`config.mk`:
```
export PLATFORM = sky130hd
export DESIGN_NAME = hms_timer
export DESIGN_NICKNAME = d
export VERILOG_FILES = /design/src/rtl/hms_timer.sv
export SDC_FILE = /design/constraint.sdc
export NUM_CORES = 1
export LEC_CHECK = 0
export ABC_AREA = 1
export BUFFER_PORTS_ARGS = -buffer_cell sky130_fd_sc_hd__buf_2
export CORE_MARGIN = 2
export CORE_UTILIZATION = 60
export DETAILED_ROUTE_END_ITERATION = 7
export PLACE_DENSITY = 0.85
export REMOVE_ABC_BUFFERS = 1
export SLEW_MARGIN = 25
export SYNTH_ARGS = -nofsm -noshare
export SYNTH_HDL_FRONTEND = slang
export SYNTH_SLANG_ARGS = --single-unit
```
`constraint.sdc`:
```
create_clock -name CLK -period 5.25 [get_ports CLK]
set_input_delay 0.7875 -clock CLK [delete_from_list [all_inputs] [get_ports CLK]]
set_output_delay 0.7875 -clock CLK [all_outputs]
set_load 0.05 [all_outputs]
```
`src/rtl/hms_timer.sv`:
```
// rtl/hms_timer.sv - HH:MM:SS up/down timer with preset load and seven-segment outputs
module seg7dec (
    input  logic [3:0] bcd,
    output logic [6:0] seg
);
    // Active-low segments ordered {g,f,e,d,c,b,a}
    always_comb begin
        case (bcd)
            4'h0: seg = 7'b1000000;
            4'h1: seg = 7'b1111001;
            4'h2: seg = 7'b0100100;
            4'h3: seg = 7'b0110000;
            4'h4: seg = 7'b0011001;
            4'h5: seg = 7'b0010010;
            4'h6: seg = 7'b0000010;
            4'h7: seg = 7'b1111000;
            4'h8: seg = 7'b0000000;
            4'h9: seg = 7'b0010000;
            4'ha: seg = 7'b0001000;
            4'hb: seg = 7'b0000011;
            4'hc: seg = 7'b1000110;
            4'hd: seg = 7'b0100001;
            4'he: seg = 7'b0000110;
            default: seg = 7'b0001110;
        endcase
    end
endmodule

module hms_timer #(
    parameter int CLK_HZ   = 50_000_000,
    parameter int TICK_HZ  = 1,
    parameter int HOUR_MOD = 24
) (
    input  logic        CLK,
    input  logic        RST,
    input  logic        START,
    input  logic        CLEAR,
    input  logic        DOWN,
    input  logic        LOAD,
    input  logic [7:0]  LD_HOUR,
    input  logic [7:0]  LD_MIN,
    input  logic [7:0]  LD_SEC,
    output logic [23:0] TIME_BCD,
    output logic [6:0]  HEX0,
    output logic [6:0]  HEX1,
    output logic [6:0]  HEX2,
    output logic [6:0]  HEX3,
    output logic [6:0]  HEX4,
    output logic [6:0]  HEX5,
    output logic        RUNNING,
    output logic        DONE,
    output logic        LOAD_ERR
);
    localparam int DIV = CLK_HZ / TICK_HZ;
    localparam int CW  = $clog2(DIV);
    localparam logic [CW-1:0] CNT_MAX = CW'(DIV - 1);
    localparam logic [3:0] HM1_T = 4'((HOUR_MOD - 1) / 10);
    localparam logic [3:0] HM1_U = 4'((HOUR_MOD - 1) % 10);

    typedef enum logic [1:0] {IDLE, RUN, PAUSE, EXPIRED} state_t;

    state_t        state, state_n;
    logic [23:0]   time_q, time_n, time_step;
    logic [CW-1:0] cnt, cnt_n;
    logic          running_q, done_q, done_n, lerr_q, lerr_n;
    logic          tick, ld_valid;
    logic [7:0]    ld_hours;

    logic [3:0] hr_t, hr_u, min_t, min_u, sec_t, sec_u;
    logic [3:0] n_hr_t, n_hr_u, n_min_t, n_min_u, n_sec_t, n_sec_u;

    assign {hr_t, hr_u, min_t, min_u, sec_t, sec_u} = time_q;
    assign tick = (state == RUN) && (cnt == CNT_MAX);

    // One-second step of the digit chain in the direction DOWN selects
    always_comb begin
        {n_hr_t, n_hr_u, n_min_t, n_min_u, n_sec_t, n_sec_u} = time_q;
        if (!DOWN) begin
            if (sec_u != 4'd9) n_sec_u = sec_u + 4'd1;
            else begin
                n_sec_u = 4'd0;
                if (sec_t != 4'd5) n_sec_t = sec_t + 4'd1;
                else begin
                    n_sec_t = 4'd0;
                    if (min_u != 4'd9) n_min_u = min_u + 4'd1;
                    else begin
                        n_min_u = 4'd0;
                        if (min_t != 4'd5) n_min_t = min_t + 4'd1;
                        else begin
                            n_min_t = 4'd0;
                            if (hr_t == HM1_T && hr_u == HM1_U) begin
                                n_hr_t = 4'd0;
                                n_hr_u = 4'd0;
                            end else if (hr_u == 4'd9) begin
                                n_hr_t = hr_t + 4'd1;
                                n_hr_u = 4'd0;
                            end else n_hr_u = hr_u + 4'd1;
                        end
                    end
                end
            end
        end else begin
            if (sec_u != 4'd0) n_sec_u = sec_u - 4'd1;
            else begin
                n_sec_u = 4'd9;
                if (sec_t != 4'd0) n_sec_t = sec_t - 4'd1;
                else begin
                    n_sec_t = 4'd5;
                    if (min_u != 4'd0) n_min_u = min_u - 4'd1;
                    else begin
                        n_min_u = 4'd9;
                        if (min_t != 4'd0) n_min_t = min_t - 4'd1;
                        else begin
                            n_min_t = 4'd5;
                            if (hr_t == 4'd0 && hr_u == 4'd0) begin
                                n_hr_t = HM1_T;
                                n_hr_u = HM1_U;
                            end else if (hr_u == 4'd0) begin
                                n_hr_t = hr_t - 4'd1;
                                n_hr_u = 4'd9;
                            end else n_hr_u = hr_u - 4'd1;
                        end
                    end
                end
            end
        end
        time_step = {n_hr_t, n_hr_u, n_min_t, n_min_u, n_sec_t, n_sec_u};
    end

    assign ld_hours = {4'd0, LD_HOUR[7:4]} * 8'd10 + {4'd0, LD_HOUR[3:0]};
    assign ld_valid = (LD_SEC[3:0] <= 4'd9) && (LD_SEC[7:4] <= 4'd5) &&
                      (LD_MIN[3:0] <= 4'd9) && (LD_MIN[7:4] <= 4'd5) &&
                      (LD_HOUR[3:0] <= 4'd9) && (LD_HOUR[7:4] <= 4'd9) &&
                      (ld_hours < 8'(HOUR_MOD));

    always_comb begin
        state_n = state;
        time_n  = time_q;
        cnt_n   = cnt;
        done_n  = 1'b0;
        lerr_n  = 1'b0;
        if (CLEAR) begin
            state_n = IDLE;
            time_n  = 24'h000000;
            cnt_n   = '0;
        end else begin
            if (state == RUN) cnt_n = tick ? '0 : cnt + 1'b1;
            if (tick) begin
                time_n = time_step;
                if (DOWN && time_step == 24'h000000) begin
                    state_n = EXPIRED;
                    done_n  = 1'b1;
                end
            end
            // LOAD outranks START even when the LOAD itself is ignored
            if (LOAD) begin
                if (state == IDLE || state == PAUSE) begin
                    if (ld_valid) begin
                        time_n = {LD_HOUR, LD_MIN, LD_SEC};
                        cnt_n  = '0;
                    end else lerr_n = 1'b1;
                end
            end else if (START) begin
                case (state)
                    IDLE, PAUSE: if (!(DOWN && time_q == 24'h000000)) state_n = RUN;
                    RUN:         if (state_n == RUN) state_n = PAUSE;
                    default:     ;
                endcase
            end
        end
    end

    always_ff @(posedge CLK) begin
        if (RST) begin
            state     <= IDLE;
            time_q    <= 24'h000000;
            cnt       <= '0;
            running_q <= 1'b0;
            done_q    <= 1'b0;
            lerr_q    <= 1'b0;
        end else begin
            state     <= state_n;
            time_q    <= time_n;
            cnt       <= cnt_n;
            running_q <= (state_n == RUN);
            done_q    <= done_n;
            lerr_q    <= lerr_n;
        end
    end

    assign TIME_BCD = time_q;
    assign RUNNING  = running_q;
    assign DONE     = done_q;
    assign LOAD_ERR = lerr_q;

    seg7dec u_hex0 (.bcd(sec_u), .seg(HEX0));
    seg7dec u_hex1 (.bcd(sec_t), .seg(HEX1));
    seg7dec u_hex2 (.bcd(min_u), .seg(HEX2));
    seg7dec u_hex3 (.bcd(min_t), .seg(HEX3));
    seg7dec u_hex4 (.bcd(hr_u),  .seg(HEX4));
    seg7dec u_hex5 (.bcd(hr_t),  .seg(HEX5));
endmodule

```
Word-level counts from Yosys, hierarchy flattened:

Memory sizes are Yosys's and may differ from the RTL's. A register that Yosys moved wholly into a read port is not among the register bits.
Cells that the tools add are included.

* bits in registers: 55
* ROM bits: 672
* input port bits: 30
* output and inout port bits: 69
* memories kept: 6

* add/sub/neg operators: 14
* multiply operators: 1
* $lt $le $gt $ge: 7
* equality and inequality tests: 12
* mux-type cells: 76
* bitwise gates (word level): 3
* reductions and logical operators: 25

Memories
* (name not given): depth 16, bits a word 7, rd ports 1, clocked after memory_dff 1, wr ports 0, line 8 `case (bcd)`
* (name not given): depth 16, bits a word 7, rd ports 1, clocked after memory_dff 1, wr ports 0, line 8
* (name not given): depth 16, bits a word 7, rd ports 1, clocked after memory_dff 1, wr ports 0, line 8
* (name not given): depth 16, bits a word 7, rd ports 1, clocked after memory_dff 1, wr ports 0, line 8
* (name not given): depth 16, bits a word 7, rd ports 1, clocked after memory_dff 1, wr ports 0, line 8
* (name not given): depth 16, bits a word 7, rd ports 1, clocked after memory_dff 1, wr ports 0, line 8

Operator list (number)
* $mux 4: 56
* $mux 26: 5
* $mux 24: 4
* $logic_not 24->1: 2
* $add 26x1->26 const B: 1
* $eq 26x26->1 const B: 1
* $add 4x1->4 const B: 6
* $sub 4x1->4 const B: 6
* $le 4x4->1 const B: 4
* $mux 2: 8
* $reduce_bool 4->1: 4
* $logic_and 1x1->1: 11
* $add 8x4->8: 1
* $eq 4x2->1 const B: 2
* $le 4x3->1 const B: 2
* $logic_not 4->1: 2
* $lt 8x5->1 const B: 1
* $ne 4x3->1 const B: 2
* $ne 4x4->1 const B: 2
* $mul 4x3->7 const B: 1
* $eq 2x1->1 const B: 3
* $eq 4x4->1 const B: 1
* $pmux 2 s2: 1
* $reduce_or 2->1: 2
* other kinds (7): 10

Logic depth before layout (Yosys ltp):

Gate-level depths: netlist (run 1).

* depth after elaboration: 20
* gate-level depth with buffers: 21
* depth with buffers taken out: 21

Hierarchy:

Synthesis (run 1) repeated with hierarchy kept, for this count alone.

* cell total of the unflattened synthesis: 1044
* area, all modules: 6092.1 µm²

Modules (own cells, without submodules)
* hms_timer: instances 1, cells an instance 750, area each 4448.0 µm², sequential area each 1101.1 µm²
* seg7dec: instances 6, cells an instance 49, area each 274.0 µm², sequential area each 0.0 µm²

Least setup slack after synthesis (run 1):

Ideal clock, no wire load.

* path type: input-to-reg
* start point: in LD_HOUR[5]
* end point: reg, netlist name u_hex5.seg[3]
* setup time: 0.117 ns
* arrival time: 3.687 ns
* data required time: 5.133 ns
* slack: 1.446 ns
* stages on the path: 16
* buffers on the path: 2
* cell sequence: ha_1 > ha_1 > inv_1 > fa_1 > nor3_1 > a21oi_1 > nor2_1 > nand3_1 > buf_2 > buf_2 > o211ai_1 > inv_1 > ha_1 > or2_1 > o211ai_2 > nand2_1

* cells in the longest elaborated chain, start to end: 8
* elaborated cells on any way between the ends: 10
* classes of those cells: add/sub (1); mul (1); order compare (2); mux (4); reduce/logical (2)

RTL lines
* start: declaration: line 40 `input logic [7:0] LD_HOUR,`
* $mul 4x3->7: line 130 `assign ld_hours = {4'd0, LD_HOUR[7:4]} * 8'd10 + {4'd0, LD_HOUR[3:0]};`
* $add 8x4->8: line 130
* $lt 8x5->1: line 134 `(ld_hours < 8'(HOUR_MOD));`
* $logic_and 1x1->1: line 133 `(LD_HOUR[3:0] <= 4'd9) && (LD_HOUR[7:4] <= 4'd9) &&`
* $mux 24 (*): line 158 `if (ld_valid) begin`
* $mux 24 (*): line 157 `if (state == IDLE || state == PAUSE) begin`
* $mux 24 (*): line 156 `if (LOAD) begin`
* $mux 4 (no line) (*)

Every way passes the cells marked *; elsewhere a longest branch is shown, timed or not.
A chain may end at the register's enable or synchronous reset.

Worst setup path in the final report (run 1):

* start point: in LD_HOUR[5]
* end point: reg, netlist name u_hex0.seg[3]

* cells in the longest elaborated chain, start to end: 8
* elaborated cells on any way between the ends: 10
* classes of those cells: add/sub (1); mul (1); order compare (2); mux (4); reduce/logical (2)

RTL lines (line)
* $mul 4x3->7: 130
* $add 8x4->8: 130
* $lt 8x5->1: 134
* $logic_and 1x1->1 (*): 133
* $mux 24 (*): 158
* $mux 24 (*): 157
* $mux 24 (*): 156
* $mux 4 (no line) (*)

Marks and branches as above.

==> metrics list, run 1 <==
* Top post-synthesis cells by area: sky130_fd_sc_hd__dfxtp_1 (28%), sky130_fd_sc_hd__nand2_1 (17%), sky130_fd_sc_hd__ha_1 (8.5%)
* Largest net degree at the start of global routing: 36
* Part of the total power dissipated in combinational logic: 6.3%
- Among all flip-flop cells after synthesis, the most frequent one is sky130_fd_sc_hd__dfxtp_1.
* Initial drt markers: 633
- The worst register-to-register path ends at u_hex5.seg[3].
- Std cell rows: 39
- In the post-synthesis netlist, the cell with the most instances is sky130_fd_sc_hd__nand2_1.
- TritonCTS built the clock tree.
- The floorplan step set the die height to 111 um.
* Die span in x: 111 um
- The flow ran to the end, and the final reports show no timing, DRC or antenna violations.
- Total number of yosys warnings: 0
- The number of antenna violations at the first check in global routing is 0.
* Worst setup path endpoint: u_hex0.seg[3]
* Worst slew margin relative to its limit: 47.2%
- Leakage power figure: 4.10 nW
- Overflow after GRT: 0
- Setup repair after global routing left no endpoint under its margin.
* Placement Cell Area: 7530 sq um
* Global-route wire length before repair: 29200 um
- After detailed routing, the total wire length is 17400 um.
- IO Count: 99
- Wire length per cell: 13.2 um
- Fraction of synthesized cell area taken by the top area cell type: 28.1%
- In this run the power spent charging and discharging nets is 358 uW.
- Setup slack on the worst reg-to-reg path comes out at 2.06 ns.
- Synthesized area per cell: 6.41 sq um
- Initial core utilization: 61.1%
- Core area: 11300 sq um
* Clock skew: 0.0104 ns
* Min Clock Period, post-route: 3.86 ns
- CP arrival: 4.11 ns
- Compared with the post-synthesis result, the final layout area differs by 13.6%.
- Area of the mapped netlist: 6920 sq um
- After synthesis, the most frequently instantiated cells are sky130_fd_sc_hd__nand2_1 (313), sky130_fd_sc_hd__inv_1 (119), sky130_fd_sc_hd__nor2_1 (114).
- After Yosys synthesis, and, or, nand and nor cells account for 39.6% of the synthesized area.
- Antenna violation net count after detailed routing: 0
- For the pin with the worst max-slew slack, the measured transition is 0.791 ns.
* Clock tree root driver cell: sky130_fd_sc_hd__clkbuf_16
- Summing the areas of all compound-gate instances in the mapped netlist gives 11.9% of the synthesized area.
- Most area-hungry cell type in the Yosys netlist: sky130_fd_sc_hd__dfxtp_1
- Number of instances in the synthesized netlist: 1080
- Gates resized during post-CTS repair numbered 0.
- The final critical path takes up 73.4% of the cycle.
* Maximum level of the CTS H-tree: 3
- All-Layer GR Usage: 28.2%
- Count of hold buffers inserted by post-cts repair: 0
- Setup crit start: LD_HOUR[5]
- Final-layout fill cell count: 1009
* Layout cells sized above 1: 16.7%
* Power density of the placed cells: 198 nW/um^2
* Number of cell instances on the worst register-to-register path: 15
* Flops & latches, synth: 97
- In this run the worst path has a maximum fanout of 15.
- Drt via density: 5.43
- Summing all multi-input logic gate instances after layout gives 4320 sq um.
- Count of endpoints failing setup in the final report: 0
- Class of the most critical setup path: input port to flop
- Clock share of power: 46.3%
* XOR/XNOR Fraction of Synth Area: 2.03%
- Net switching is 22.9% of the power.
- Combinational family with the most area after synthesis: simple AND/OR/NAND/NOR gates
* Setup bufs post-CTS: 0
- Global placement routability congestion: 0.941
- Post-synthesis share of cell area spent on full adders, half adders and majority gates: 8.79%
* Startpoint of the worst-slack reg-to-reg timing path: TIME_BCD[4]
- Total DRC errors in the routed layout: 0
- The number of hold violations in the final report came to 0.
- The number of global-route vias before repair was 6455.
- Max-cap viol count: 0
- The repair_antennas step left the layout with diodes totalling 0.
- Buffers on Ports: 98
- HPWL after detailed placement: 13000 um
- Clock sink count: 97
- Internal power summed over all cells: 1.20 mW
- After synthesis, the share of flip-flops with an asynchronous set or reset is 0%.
- Skew-Pair Late Insertion Delay: 0.36 ns
- In the final layout, flip-flops and latches occupy 1940 sq um.
- In the final design database the tool counted 1253 nets.
* Portion of the post-synthesis area used by sequential elements: 28.1%
- Max-slew violation total from the final report: 0
* Overall via count from detail_route: 7184
- Post-synth EDFFs: 0
* Maximum buffer depth of the clock tree: 2
- Multiplexer share of the synthesized area: 0%
- TritonCTS created 9 clock buffers.
* Setup crit end kind: flop
* Cell area after layout: 7860 sq um
- IR analysis of the VDD net gives a maximum drop of 0.000187 V.
- After clock tree synthesis, the clock-pin slew on the worst setup and hold paths is 0.07 ns.
- The first detailed-routing pass took 6 iterations.
- Highest Clock Rate: 259 MHz
* CP startpoint kind: input port
* Sequential cell fraction of total power: 47.4%
- Tightest Hold Check Type: flop to flop
* Endpoint required time on the critical path: 5.50 ns
- Distinct cells, synth: 47
* Setup Total Neg Slack: 0 ns
- The die covers 12400 sq um.
-- cells by family after synthesis --
| group | count (synthesis) |
|---|---|
| buffers and inverters | 166 |
| AOI/OAI and AO/OA | 140 |
| and+or+nand+nor | 613 |
| xor gates and xnor gates | 16 |
| adders and majority gates | 48 |
| DFF | 97 |
-- stage by stage --
| step | hold slack [ns] | cells | setup WS (ns) | power, mW | utilization [%] |
|---|---|---|---|---|---|
| 6_report | 0.494 | 1323 | 1.39 | 1.56 | 69.4 |
| 5_1_grt | 0.528 | 1323 | 1.12 | 1.62 | 69.4 |
| 4_1_cts | 0.495 | 1323 | 1.42 | 1.57 | 69.4 |
| 3_5_place_dp | 0.486 | 1307 | 1.06 | 0.851 | 66.5 |
| 3_3_place_gp | 0.483 | 1307 | 1.17 | 0.849 | 66.5 |
| 2_1_floorplan | 0.460 | 1061 | 0.769 | 0.814 | - |
-- worst min path at each step --
stage | from | endpoint | depth (start not counted)
floorplan | cnt[21] | cnt[21] | 2
detailed placement | cnt[21] | cnt[21] | 2
global placement | cnt[21] | cnt[21] | 2
global route | cnt[21] | cnt[21] | 2
finish | cnt[21] | cnt[21] | 2
CTS | cnt[21] | cnt[21] | 2
-- state kept, by name, summed over array words and instances, names as in the netlist, 2 cells and up --
signal      flops
TIME_BCD       24
cnt            26
state           2
u_hex0.seg      7
u_hex1.seg      7
u_hex2.seg      7
u_hex3.seg      7
u_hex4.seg      7
u_hex5.seg      7
-- power by group through the flow --
| stage | registers [mW] | logic, mW | clock network, mW |
|---|---|---|---|
| final | 0.739 | 0.0983 | 0.722 |
| after global routing | 0.738 | 0.109 | 0.771 |
| after CTS | 0.739 | 0.0964 | 0.733 |
| after detailed placement | 0.756 | 0.0956 | 0 |
| after global placement | 0.755 | 0.0935 | 0 |
| after floorplan | 0.761 | 0.0530 | 0 |
-- worst max-delay path: stages --
cell and delay, ns:
sky130_fd_sc_hd__buf_2 0.13, sky130_fd_sc_hd__ha_1 0.30, sky130_fd_sc_hd__ha_1 0.22, sky130_fd_sc_hd__inv_1 0.07
sky130_fd_sc_hd__fa_1 0.42, sky130_fd_sc_hd__nor3_1 0.20, sky130_fd_sc_hd__a21oi_1 0.12, sky130_fd_sc_hd__nor2_1 0.13
sky130_fd_sc_hd__nand3_2 0.20, sky130_fd_sc_hd__buf_4 0.27, sky130_fd_sc_hd__o21ai_1 0.10, sky130_fd_sc_hd__inv_1 0.07
sky130_fd_sc_hd__nor2_1 0.21, sky130_fd_sc_hd__inv_1 0.13, sky130_fd_sc_hd__ha_1 0.28, sky130_fd_sc_hd__or2_2 0.30
sky130_fd_sc_hd__o211ai_1 0.08, sky130_fd_sc_hd__nand2_1 0.06
-- placed cells by master, fill, tap and decap left out, types with 14 or more instances in the layout --
master,count
sky130_fd_sc_hd__xor2_1,14
sky130_fd_sc_hd__o21ai_1,31
sky130_fd_sc_hd__o211ai_1,14
sky130_fd_sc_hd__nor2_1,113
sky130_fd_sc_hd__buf_2,98
sky130_fd_sc_hd__o21ai_0,47
sky130_fd_sc_hd__nand3_1,93
sky130_fd_sc_hd__nand2_1,313
sky130_fd_sc_hd__ha_1,47
sky130_fd_sc_hd__nor3_1,19
sky130_fd_sc_hd__a21oi_1,22
sky130_fd_sc_hd__nand4_1,18
sky130_fd_sc_hd__dfxtp_1,97
sky130_fd_sc_hd__inv_1,119
sky130_fd_sc_hd__inv_2,22
-- area by class of cell --
class                   count  area share, %
clock buffers              10           3.04
clock inverters             6           1.13
inverters                 147           7.12
multi-input cells         817           55.0
flip-flops and latches     97           24.7
well taps                 143           2.28
repair buffers            103           6.72
-- per-layer routing --
layer | vias up | share of wire [%] | track usage, %
li1 | 3682 | - | -
met5 | - | 0 | 0
met2 | 257 | 47 | 46.7
met1 | 3206 | 44 | 36.5
met3 | 39 | 6.8 | 5.72
met4 | 0 | 2.5 | 10.4
Power figures use the tool's default switching activity.
==> run 2, diff against run 1 <==
--- a/config.mk
+++ b/config.mk
@@ -8,9 +8,9 @@
 export ABC_AREA = 1
 export BUFFER_PORTS_ARGS = -buffer_cell sky130_fd_sc_hd__buf_2
 export CORE_MARGIN = 2
-export CORE_UTILIZATION = 60
+export CORE_UTILIZATION = 53
 export DETAILED_ROUTE_END_ITERATION = 7
-export PLACE_DENSITY = 0.85
+export PLACE_DENSITY = 0.8
 export REMOVE_ABC_BUFFERS = 1
 export SLEW_MARGIN = 25
 export SYNTH_ARGS = -nofsm -noshare
==> constraint.sdc (replaced) <==
create_clock -name CLK -period 3.42 [get_ports CLK]
set_input_delay 0.513 -clock CLK [delete_from_list [all_inputs] [get_ports CLK]]
set_output_delay 0.513 -clock CLK [all_outputs]
set_load 0.05 [all_outputs]
==> run 2 against run 1 <==
First-iteration DRC count down 1.7%. Combinational power up 61%. Critical path type unchanged. Die area up 13%. Sequential cell count unchanged. Via count up 2.7%. Sequential power up 53%. Non-clock buffer count up 42. Global-route usage down 1.9 points. Highest routed layer unchanged. Critical endpoint unchanged. Wire length up 5.2%.
==> metrics list, run 2 (same netlist as run 1, synthesis figures left out) <==
* Skew-Pair Late Insertion Delay: 0.36 ns
* RSZ-0062 raised after global routing: no
* CP most frequent cell: sky130_fd_sc_hd__ha_1
- Pre-Repair DR Iteration Count: 7
- For this block, the initial DRC count from the detailed router was 622.
- Power density of the placed cells: 275 nW/um^2
- WL final: 18300 um
* Most frequent cells in the layout: sky130_fd_sc_hd__nand2_1 (313), sky130_fd_sc_hd__inv_1 (119), sky130_fd_sc_hd__nor2_1 (113), sky130_fd_sc_hd__buf_2 (98), sky130_fd_sc_hd__dfxtp_1 (97)
* Final-layout fill cell count: 1185
- Internal power summed over all cells: 1.72 mW
- Highest fanout seen on the critical path: 17
- Setup violations remaining at the end of the flow were counted as 0.
* Endpoints failing hold: 0
- Walking the worst path, the cells encountered are buf_2, ha_1, ha_1, inv_1, fa_1, nor3_1, a21oi_1, nor2_1, nand3_2, buf_12, inv_2, o21a_1, o21ai_1, inv_1, ha_1, or2_2, o211ai_1, nand2_1.
- After detailed routing, the met2 layer carries 8360 um of wire.
- All-Layer GR Usage: 26.2%
* Net Switching: 531 uW
- Crit share post-route: 93.3%
- Buffers inserted to repair hold after CTS numbered 0.
- The die covers 14000 sq um.
- Most common library cell in the layout ignoring fill and taps: sky130_fd_sc_hd__nand2_1
- IR analysis of the VDD net gives a maximum drop of 0.000229 V.
- Across the run, the number of max-cap violations was 0.
- Clock skew on the completed layout was measured at 0.00840 ns.
- Die Ht: 118 um
* HPWL after detailed placement: 13900 um
* Worst slew margin relative to its limit: 45.2%
- The number of antenna diodes in the final layout is 0.
- The max-slew violation count came to 0.
- Highest Clock Rate: 313 MHz
* Net count reported at finish: 1295
- Overflow after GRT: 0
* Core area: 12700 sq um
- Transition time of the tightest slew-check pin: 0.821 ns
- Once the clock tree was built, the setup fixing pass inserted 0 buffers.
- Clock tree root driver cell: sky130_fd_sc_hd__clkbuf_16
- Std cell rows: 41
* Setup crit end kind: flop
* Global-route wire length before repair: 30400 um
- The register with the most flip-flops in the final layout is cnt.
* Global placement routability congestion: 0.973
* Detailed-route wire length on metal 1: 8030 um
- Drt via density: 5.29
* Tightest Hold Check Type: input port to flop
* Outcome: complete, no violations
- Overall via count from detail_route: 7381
- Timing analysis after detailed placement gives a worst setup slack of -0.140 ns.
- The number of antenna violations at the first check in global routing was 0.
- Endpoint required time on the critical path: 3.66 ns
* Synthesis-to-finish area growth: 18.3%
* Post-route worst hold slack: 0.337 ns
* Clock transition at the registers of the reported paths: 0.06 ns
- The initial utilization of the core area, before any placement, comes to 54.6%.
- STA classifies the critical path startpoint as an input port.
- Number of flip-flops in the largest register: 26
- Proportion of total power due to net switching: 23.6%
- Via count of the first global-routing pass: 6623
- Leakage power figure: 4.28 nW
- The number of gates resized after CTS was 0.
* Maximum buffer depth of the clock tree: 2
- Clock tree synthesis inserted a total of 9 buffers.
- In this run the horizontal extent of the chip is 118 um.
* Maximum level of the CTS H-tree: 3
* Highest metal used: met4
* Sequential cell fraction of total power: 50.4%
- CTS saw 97 sinks.
* Total DRC errors in the routed layout: 0
- Wire length per cell: 13.1 um
- CP arrival: 3.43 ns
- Of the cells placed in the final design, the portion with a size suffix greater than 1 is 19.3%.
- Summed over all nets, wire length on met3 after detailed routing comes to 1440 um.
- Final worst slack: 0.230 ns
- Part of the total power dissipated in combinational logic: 7.0%
- In this run the remaining antenna-violating nets after routing total 0.
- Min Clock Period, post-route: 3.19 ns
* Class of the most critical setup path: input port to flop
- On the worst path, the slowest cell contributes a delay of 0.42 ns.
- Slowest stage cell, crit path: sky130_fd_sc_hd__fa_1
- In this run the count of I/O pins placed on the die edge is 99.
* TritonCTS clock tree: built
- During placement, the flow inserted port buffers numbering 98.
- Entering global routing, the biggest net connects 24 pins.
- Of the total power, the clock network draws 42.6%.
==> run 2: worst paths after layout <==
| check | startpoint | endpoint | slack (ns) | cells after the start |
|---|---|---|---|---|
| worst max-delay path | LD_HOUR[5] | u_hex0.seg[3] | 0.23 | 18 |
| worst min-delay path | RST | state[1] | 0.34 | 2 |
| worst max register to register | TIME_BCD[4] | u_hex4.seg[3] | 0.38 | 18 |
| worst min register to register | cnt[21] | cnt[21] | 0.49 | 2 |
==> run 2: area by class of cell <==
cell class / count / area, sq um / share of cell area (%)
repair buffers: 145 / 868 / 10.6
well taps: 172 / 215 / 2.63
clock buffers: 14 / 264 / 3.23
inverters: 147 / 559 / 6.83
multi-input cells: 817 / 4320 / 52.8
flip-flops and latches: 97 / 1940 / 23.7
clock inverters: 2 / 12.5 / 0.153
==> run 2: critical path: cells and delay by family <==
kind	cells	cell delay, ns
AND/OR/NAND/NOR	5	0.82
buffers and inverters	5	0.56
adder cells (fa/ha/maj)	4	1.13
AO/OA/AOI/OAI	4	0.39
==> run 2: through the flow <==
stage               TNS [ns]  util (%)  total power, mW  instance area, sq um  instances
finish                     0      64.6             2.25                  8180       1394
global route               0      64.6             2.33                  8180       1394
CTS                        0      64.5             2.26                  8180       1393
detailed placement     -1.68      62.3             1.31                  7900       1377
global placement      -0.287      62.3             1.31                  7900       1377
floorplan             -25.59         -             1.25                  6820       1061
==> run 2: power groups by stage <==
stage / logic, mW / clock network (mW) / registers, mW
final: 0.158 / 0.960 / 1.13
after global routing: 0.176 / 1.02 / 1.13
after CTS: 0.156 / 0.971 / 1.13
after detailed placement: 0.155 / 0 / 1.16
after global placement: 0.154 / 0 / 1.16
after floorplan: 0.0814 / 0 / 1.17
==> run 2: layer usage <==
| layer | GRT usage, % | vias to the layer above |
|---|---|---|
| met3 | 5.94 | 41 |
| met2 | 42.4 | 271 |
| met1 | 34.2 | 3317 |
| li1 | - | 3752 |
| met4 | 9.49 | 0 |
| met5 | 0 | - |
==> run 3, diff against run 2 <==
--- a/config.mk
+++ b/config.mk
@@ -9,6 +9,7 @@
 export BUFFER_PORTS_ARGS = -buffer_cell sky130_fd_sc_hd__buf_2
 export CORE_MARGIN = 2
 export CORE_UTILIZATION = 53
+export CTS_CLUSTER_DIAMETER = 120
 export DETAILED_ROUTE_END_ITERATION = 7
 export PLACE_DENSITY = 0.8
 export REMOVE_ABC_BUFFERS = 1
==> constraint.sdc (replaced) <==
create_clock -name CLK -period 3.42 [get_ports CLK]
set_input_delay 0.684 -clock CLK [delete_from_list [all_inputs] [get_ports CLK]]
set_output_delay 0.684 -clock CLK [all_outputs]
set_load 0.05 [all_outputs]
==> run 3 against run 2 <==
Clock skew grew 0.0035 ns. Die area is the same. Setup slack lost 0.21 ns. Fmax shrank 6.1%. Sequential power is essentially flat. Final area grew 5.4%. Critical path type unchanged. Largest power group unchanged. Highest routed layer unchanged.
==> metrics list, run 3 (same netlist as run 1, synthesis figures left out) <==
- OpenSTA, run right after detailed placement, puts the worst setup slack at -0.359 ns.
- Core area: 12700 sq um
* Critical R2R Capture: u_hex2.seg[3]
- Detailed placement ended at an HPWL of 14500 um.
* Buffers on Ports: 98
- For flop-to-flop paths, the worst setup slack is 0.48 ns.
- The max-slew violation count is 0.
- Critical path, cell by cell: buf_8, ha_4, ha_4, inv_2, fa_2, xor2_2, nor3_2, a21oi_2, nor2_2, nand3_4, buf_6, o211ai_1, inv_1, ha_2, inv_1, nand2_1, o211ai_1, nand2_1
- Relative to the synthesized area, the layout overhead comes to 24.7%.
- The critical path in this run is classified as input port to flop.
* Final-layout fill cell count: 1094
- The worst path meets setup with 0.0247 ns of slack.
* Peak supply drop: 0.000229 V
* Clock skew: 0.0119 ns
- The clock passes through at most 2 buffers.
- Worst slew margin relative to its limit: 55.3%
- Highest fanout seen on the critical path: 5
- RSZ-0062 raised after global routing: yes
- Tightest Hold Check Type: flop to flop
- The worst path in the final design needs a cycle of 3.40 ns, including I/O delays and setup.
- The path with the worst hold slack has its endpoint at cnt[21].
- Leaving out fill and tap cells, the most frequent cells in the layout are sky130_fd_sc_hd__nand2_1 (308), sky130_fd_sc_hd__inv_1 (113), sky130_fd_sc_hd__nor2_1 (108), sky130_fd_sc_hd__dfxtp_1 (97), sky130_fd_sc_hd__buf_2 (96).
* Pre-Repair DR Iteration Count: 6
- For this design, the CTS-stage hold fixing added 0 buffers.
- Skew-Pair Late Insertion Delay: 0.36 ns
- Endpoints failing hold: 0
- After the flow finishes, the layout carries non-filler instances totaling 1419.
* Number of cell instances on the worst register-to-register path: 18
* Multi-input logic area: 4500 sq um
- IO Count: 99
- Hold timing on the final database bottoms out at a slack of 0.494 ns.
* Number of antenna violations at the first check in global routing: 0
- Count of endpoints failing setup in the final report: 0
* Placed instance count: 1392
* Number of flip-flops in the largest register: 26
- Hold path startpoint: cnt[21]
* Max-cap viol count: 0
- The worst register-to-register path begins at TIME_BCD[0].
- Antenna violation net count after detailed routing: 0
- Clock-pin slew was measured on the worst setup and hold paths at 0.06 ns.
- At the end of the flow, the number of nets in the layout was 1320.
- Layout cells sized above 1: 24.3%
- Crit share post-route: 99.3%
- Most common library cell in the layout ignoring fill and taps: sky130_fd_sc_hd__nand2_1
- Die span in x: 118 um
* Cell area after layout: 8620 sq um
- Area taken by flip-flops and latches: 1940 sq um
- The routed design has 19500 um of wire.
* Leakage power figure: 4.44 nW
* Drt via density: 5.27
- TritonCTS clock tree: built
* Number of buffers added by the clock tree synthesis step: 9
* Slowest stage cell, crit path: sky130_fd_sc_hd__fa_2
- STA classifies the critical path startpoint as an input port.
- After detailed routing, the average wire length per cell comes to 13.7 um.
* Std cell rows: 41
- Placement Cell Area: 8000 sq um
* Setup crit end kind: flop
- Total DRC errors in the routed layout: 0
* Via count of the first global-routing pass: 6662
- Clock tree root driver cell: sky130_fd_sc_hd__clkbuf_16
- Initial drt markers: 587
- The first global-routing pass estimated 31200 um of wire.
- Entering global routing, the biggest net connects 24 pins.
- Transition time of the tightest slew-check pin: 0.668 ns
* Total inserted antenna cells: 0
* Hold Crit Depth: 2
- The flow ran to the end, and the final reports show no timing, DRC or antenna violations.
* Highest Clock Rate: 295 MHz
- Global placement routability congestion: 0.970
- Power density of the placed cells: 282 nW/um^2
- Die Ht: 118 um
- Endpoint required time on the critical path: 3.66 ns
- Clock sink count: 97
- The H-tree was split into 3 levels.
- Global routing finished with a remaining overflow of 0.
- cnt holds more flip-flops than any other register.
- Initial core utilization: 54.6%
- All-Layer GR Usage: 27.0%
* CP arrival: 3.64 ns
* Overall via count from detail_route: 7478
* Die ar.: 14000 sq um
- Max incr delay on CP: 0.37 ns
==> run 3: cell count changes in the layout (fill, tap and decap cells not counted), moves of 6 or more <==
cell,previous run,this run
sky130_fd_sc_hd__ha_2,0,6
sky130_fd_sc_hd__ha_1,47,37
sky130_fd_sc_hd__o21ai_0,47,41
sky130_fd_sc_hd__inv_1,119,113
sky130_fd_sc_hd__buf_4,45,64
sky130_fd_sc_hd__buf_6,0,6
==> run 3: area by class of cell <==
| cell class | count | share of cell area, % |
|---|---|---|
| multi-input cells | 818 | 52.1 |
| clock inverters | 5 | 0.900 |
| inverters | 147 | 6.51 |
| well taps | 172 | 2.50 |
| repair buffers | 169 | 12.5 |
| clock buffers | 11 | 2.93 |
| flip-flops and latches | 97 | 22.5 |
==> run 3: worst max-delay path by stage <==
stage | from | endpoint | slack, ns
final | LD_HOUR[5] | u_hex2.seg[0] | 0.02
after global routing | LD_HOUR[5] | u_hex2.seg[0] | -0.07
after CTS | LD_HOUR[5] | u_hex2.seg[0] | 0.004
after detailed placement | LD_HOUR[5] | u_hex2.seg[0] | -0.36
after global placement | LD_HOUR[5] | u_hex0.seg[3] | -0.30
after floorplan | LD_HOUR[5] | u_hex5.seg[3] | -0.96
==> run 3: worst max-delay path: cells and delay by family <==
kind / cells / cell delay (ns)
xor+xnor: 1 / 0.19
fa+ha+maj: 4 / 0.97
buf+inv: 5 / 0.53
simple gates: 5 / 0.72
compound gates: 3 / 0.51
==> run 3: routing by layer <==
layer  part of all wire, %  routed length, um  vias to the layer above  GRT usage (%)
met1                    44               8610                     3347           35.5
met4                   2.5                495                        0           9.79
met2                    46               8930                      287           44.0
met5                     0                  0                        -              0
met3                   7.4               1450                       39           4.97
li1                      -                  -                     3805              -
==> run 3: power by group <==
part	switching [mW]	internal, mW
registers	0.00178	1.13
logic	0.115	0.0690
clock network	0.436	0.678
total	0.552	1.88
==> run 3: through the flow <==
step	TNS [ns]	power, mW	utilization (%)
after floorplan	-39.02	1.25	-
after global placement	-8.56	1.32	63.1
after detailed placement	-10.92	1.32	63.1
after CTS	0	2.43	65.7
after global routing	-0.605	2.50	68.1
final	0	2.43	68.1
==> run 3: timing repair <==
item / CTS / global route
endpoints found under the hold margin: 0 / 0
setup endpoints to repair: 0 / 42
gates resized for setup: 0 / 63
buffers inserted: 0 / 10
